## src/rtl/adder_tree_stream.sv

```systemverilog
// rtl/adder_tree_stream.sv - pipelined N-input adder tree with valid/ready streaming and frame accumulate
module adder_tree_stream #(
  parameter int N       = 4,
  parameter int W       = 8,
  parameter int SIGNED  = 0,
  parameter int ACC_EXT = 4,
  parameter int L       = $clog2(N)
) (
  input  logic                     clk,
  input  logic                     rst,
  input  logic                     in_valid,
  output logic                     in_ready,
  input  logic [N*W-1:0]           in_data,
  input  logic                     in_acc,
  input  logic                     in_last,
  output logic                     out_valid,
  input  logic                     out_ready,
  output logic [W+L+ACC_EXT-1:0]   out_data,
  output logic                     out_ovf
);

  localparam int P     = 2**L;
  localparam int SUM_W = W + L;
  localparam int OUT_W = SUM_W + ACC_EXT;

  logic adv;
  assign adv      = !out_valid || out_ready;
  assign in_ready = adv;

  logic [P*W-1:0] padded;
  assign padded = (P*W)'(in_data);

  // Stage 0 is the combinational input view; stages 1..L each halve the operand count.
  for (genvar s = 0; s <= L; s++) begin : g_st
    localparam int CNT = 2**(L-s);
    localparam int SW  = W + s;
    logic [SW-1:0] d [CNT];
    logic          v;
    logic          a;
    logic          l;

    if (s == 0) begin : g_in
      always_comb begin
        for (int k = 0; k < CNT; k++) d[k] = padded[k*W +: W];
      end
      assign v = in_valid;
      assign a = in_acc;
      assign l = in_last;
    end else begin : g_add
      always_ff @(posedge clk) begin
        if (rst) v <= 1'b0;
        else if (adv) v <= g_st[s-1].v;
        if (adv) begin
          a <= g_st[s-1].a;
          l <= g_st[s-1].l;
          for (int k = 0; k < CNT; k++) begin
            if (SIGNED != 0)
              d[k] <= SW'($signed(g_st[s-1].d[2*k])) + SW'($signed(g_st[s-1].d[2*k+1]));
            else
              d[k] <= SW'(g_st[s-1].d[2*k]) + SW'(g_st[s-1].d[2*k+1]);
          end
        end
      end
    end
  end

  logic [SUM_W-1:0] s_tree;
  logic             s_v;
  logic             s_a;
  logic             s_l;
  assign s_tree = g_st[L].d[0];
  assign s_v    = g_st[L].v;
  assign s_a    = g_st[L].a;
  assign s_l    = g_st[L].l;

  logic [OUT_W-1:0] s_ext;
  logic [OUT_W-1:0] run;
  logic [OUT_W-1:0] acc_sum;
  logic [OUT_W:0]   acc_wide;
  logic             acc_ovf;
  logic             ovf_run;

  always_comb begin
    s_ext    = (SIGNED != 0) ? OUT_W'($signed(s_tree)) : OUT_W'(s_tree);
    acc_wide = {1'b0, run} + {1'b0, s_ext};
    acc_sum  = acc_wide[OUT_W-1:0];
    if (SIGNED != 0)
      acc_ovf = (run[OUT_W-1] == s_ext[OUT_W-1]) && (acc_sum[OUT_W-1] != run[OUT_W-1]);
    else
      acc_ovf = acc_wide[OUT_W];
  end

  // Standalone beats bypass the running sum so an open frame survives them.
  always_ff @(posedge clk) begin
    if (rst) begin
      out_valid <= 1'b0;
      out_data  <= '0;
      out_ovf   <= 1'b0;
      run       <= '0;
      ovf_run   <= 1'b0;
    end else if (adv) begin
      out_valid <= 1'b0;
      if (s_v) begin
        if (!s_a) begin
          out_data  <= s_ext;
          out_ovf   <= 1'b0;
          out_valid <= 1'b1;
        end else if (!s_l) begin
          run     <= acc_sum;
          ovf_run <= ovf_run | acc_ovf;
        end else begin
          out_data  <= acc_sum;
          out_ovf   <= ovf_run | acc_ovf;
          out_valid <= 1'b1;
          run       <= '0;
          ovf_run   <= 1'b0;
        end
      end
    end
  end

endmodule

```

## config.mk

```make
export PLATFORM = sky130hd
export DESIGN_NAME = adder_tree_stream
export DESIGN_NICKNAME = d
export VERILOG_FILES = /design/src/rtl/adder_tree_stream.sv
export SDC_FILE = /design/constraint.sdc
export NUM_CORES = 1
export LEC_CHECK = 0
export CAP_MARGIN = 20
export CELL_PAD_IN_SITES_DETAIL_PLACEMENT = 0
export CELL_PAD_IN_SITES_GLOBAL_PLACEMENT = 1
export CORE_MARGIN = 2
export CORE_UTILIZATION = 44
export CTS_BUF_LIST = sky130_fd_sc_hd__clkbuf_4
export DETAILED_ROUTE_END_ITERATION = 16
export GPL_TIMING_DRIVEN = 0
export PLACE_DENSITY = 0.95
export SLEW_MARGIN = 20
export SYNTH_ARGS = -nofsm -noshare
export SYNTH_HDL_FRONTEND = slang
export SYNTH_SLANG_ARGS = --single-unit
```

## constraint.sdc

```tcl
create_clock -name clk -period 2.36 [get_ports clk]
set_input_delay 0.59 -clock clk [delete_from_list [all_inputs] [get_ports clk]]
set_output_delay 0.59 -clock clk [all_outputs]
set_load 0.03 [all_outputs]
```

==> results by group <==
Outcome
  – Status: finished clean

Critical path
  – Critical Path Start Type: input pin
  – Critical Path RT: around 2.5 ns
  – Worst Path Class, Setup: input pin to register
  – Setup crit start: in_data[17]
  – R2r endpoint: out_data[10]
  – Internal reg-to-reg setup slack: approximately 0.11 ns
  – Worst Setup EP: g_st[1].d[0][16]
  – Crit-path cells: clkdlybuf4s50_1 > ha_1 > a21o_1 > a21oi_1 > o21ai_0 > o41ai_1 > xnor2_1
  – Worst reg2reg startpoint: g_st[2].d[0][0]
  – Buf+Inv Stages, Crit Path: 1
  – R2R depth: 9
  – Worst path top cell family by delay: compound AO/OA/AOI/OAI gates
  – Slowest CP cell: clkdlybuf4s50_1
  – WP depth: 7
  – Critical Path AT: ~2.4 ns
  – Crit path capture type: register
  – Critical path peak fanout: 2
  – CP max stage delay: 0.46 ns

Clock tree
  – Reg clk slew, reported paths: around 0.11 ns
  – Latest clock arrival within the worst-skew pair: 0.41 ns
  – # H-tree levels: 3
  – Clock buffer depth: 2
  – Total CTS buffers: 9
  – TritonCTS clock tree: built
  – Clock sinks: between 60 and 70
  – Hold-fix buffers at CTS: 0
  – Root buf cell: clkbuf_4
  – Post-CTS Setup Repair Bufs: 0

Pwr
  – Peak supply drop: between 0.0002 and 0.0003 V
  – Leakage: around 1.8 nW
  – Ratio of total power to cell area: between 700 and 800 nW/um^2
  – Power after layout: roughly 3.3 mW

STA
  – Worst-Margin Slew: 0.6197 ns
  – Final Cycle Share: roughly 96%
  – Setup Viol. Count Final: 0
  – Final Hold Fails: 0
  – Slew Limit Fails: 0
  – RSZ-0062 raised after global routing: false
  – Worst slew margin: 58.69%
  – FMAX: roughly 0.44 GHz
  – WHS: approximately 0.43 ns
  – Final min period: about 2.3 ns
  – Skew final: a little over 0.02 ns

Yosys
  – Synthesized net count: between 400 and 500
  – Post-synthesis register bit count: between 60 and 70
  – Syn_area_per_cell: between 10 and 15 sq um
  – Cell Area, Synth: ~3700 sq um
  – Sequential share of the synthesized area: 43.86%
  – Commonest register cell after synthesis: dfxtp_1
  – Ys async rst share: 0%
  – Number of flops mapped to enable cells by yosys: 32
  – Yosys cell types: 52
  – Synth warn: 0
  – Post-Syn Instances: roughly 360

Cells and area
  – Area taken by multi-input logic gates: between 2000 and 2500 sq um
  – Post-Layout Inst Area: approximately 4600 sq um
  – Fin cells: 540
  – Nets@finish: around 500
  – Final Core Density: 55.91%
  – Reg area: ~1600 sq um
  – Commonest cells after routing, fill and taps aside: clkdlybuf4s50_1, ha_1, dfxtp_1
  – Antenna Cells: 0
  – Fillers: a little over 700
  – P&R area growth vs syn: 23.62%
  – Most common cell after layout, fill and taps aside: clkdlybuf4s50_1
  – Share of cells above drive strength 1: 8.966%

Die
  – Die area: ~9200 sq um
  – Die Ht: ~96 microns
  – Die X: approximately 96 microns
  – Boundary pin count: between 50 and 60
  – Num rows: 33
  – Core area: 8175 sq um
  – Initial Util: 45.22%

GRT
  – Total GRT Usage: ~18%
  – First-pass GRT wire length: roughly 12000 microns
  – Largest net degree at the start of global routing: 41
  – Initial antenna violation count: 0
  – Vias in the first global route: 2868
  – GRT overflow: 0

Placed design
  – Post-DP HPWL: around 5700 microns
  – # placed instances: between 500 and 600
  – Placed Instance Area: around 4400 sq um
  – RD Place Congestion: between 0.8 and 0.9
  – IO buf count: between 50 and 60

Worst hold path
  – Hold path start: g_st[1].a
  – Hold Path Class: register to register

Route
  – WL/cell: between 10 and 15 microns
  – DR iter-0 viols: 85
  – Vias per Instance: between 5 and 6
  – Total iterations of the first detailed-routing run: 4
  – DR DRC count: 0
  – Final WL: between 7000 and 8000 microns
  – Via count: a little under 3000
  – Detail Route Antenna Nets: 0

Flow run
  – Max Cap Viol: 0
-- cell type report --
type	instances	share of cell area (%)
Buffer	9	1.150
Clock buffer	9	1.478
Clock inverter	7	1.670
Inverter	15	1.232
Multi-Input combinational cell	275	43.85
Sequential cell	65	35.48
Tap cell	105	2.874
Timing Repair Buffer	55	12.26
-- power by group --
part | internal (mW) | switching, mW | total (mW)
Clock | 0.329 | 0.432 | 0.762
Combinational | 0.489 | 0.553 | 1.04
Sequential | 1.40 | 0.0895 | 1.49
-- worst min path at each step --
stage / cells after the start / endpoint / slack [ns]
2_1_floorplan: 0 / g_st[2].a / 0.40
6_report: 0 / g_st[2].a / 0.43
3_3_place_gp: 0 / g_st[2].a / 0.40
5_1_grt: 0 / g_st[2].a / 0.45
4_1_cts: 0 / g_st[2].a / 0.44
3_5_place_dp: 0 / g_st[2].a / 0.41
-- worst reg2reg max path: cells and delay by family, from the launching register on --
kind	cells	cell delay, ns
AOI/OAI and AO/OA	4	0.82
adders and majority gates	2	0.62
DFF	1	0.38
and+or+nand+nor	2	0.26
buffers and inverters	1	0.06
-- routing by layer --
layer	part of all wire (%)	up-vias	global-route usage, %	wire (microns)
li1	-	1460	-	-
met1	43	1350	19.07	3263
met2	53	66	33.92	4047
met5	0	-	0	0
met4	1.1	0	7.381	83
met3	3.3	8	2.767	255
-- synthesized netlist by cell type, types with 3 or more instances --
cell type	count	area share, %
xnor2_1	20	4.7
a31oi_1	3	0.51
nor3_1	11	1.5
a211oi_1	5	1.0
o21ai_1	3	0.41
xor2_1	8	1.9
clkbuf_1	6	0.61
o21ai_0	26	3.5
dfxtp_1	33	18
fa_1	4	2.2
o21a_1	3	0.61
edfxtp_1	32	26
a22oi_1	4	0.81
nand2b_1	7	1.2
ha_1	35	12
a21o_1	8	1.6
nor2b_1	5	0.85
nor2_1	28	2.8
a21oi_1	32	4.3
and3_1	4	0.68
mux2i_1	4	1.1
inv_1	15	1.5
nand2_1	31	3.1
-- cells by family (layout without fill, tap and decap cells) --
logic type,after synthesis,count (layout),share of synthesized area [%]
multiplexers,6,6,1.692
buffers and inverters,24,95,2.606
flip-flops,65,65,43.86
AND/OR/NAND/NOR,96,96,12.55
adder cells (fa/ha/maj),39,39,14.01
AO/OA/AOI/OAI,106,106,18.65
XOR/XNOR,28,28,6.633
-- per-stage QoR --
| step | worst slack [ns] | TNS (ns) |
|---|---|---|
| floorplan | 0.1793 | 0 |
| global placement | -0.5544 | -11.30 |
| detailed placement | -0.5599 | -11.93 |
| CTS | 0.004782 | 0 |
| global route | 0.004419 | 0 |
| finish | 0.08882 | 0 |
-- sequential cells by signal, indices dropped and copies added (netlist names) --
register / cells
g_st.a: 2
g_st.d: 28
g_st.l: 2
g_st.v: 2
out_data: 14
out_ovf: 1
out_valid: 1
ovf_run: 1
run: 14
-- timing repair --
action | in CTS | in global routing
endpoints found under the setup margin | 6 | 11
pin swaps | 0 | 0
gates resized for setup | 6 | 9
cloned | 0 | 1
No activity file was read; power rests on OpenSTA's default activity.
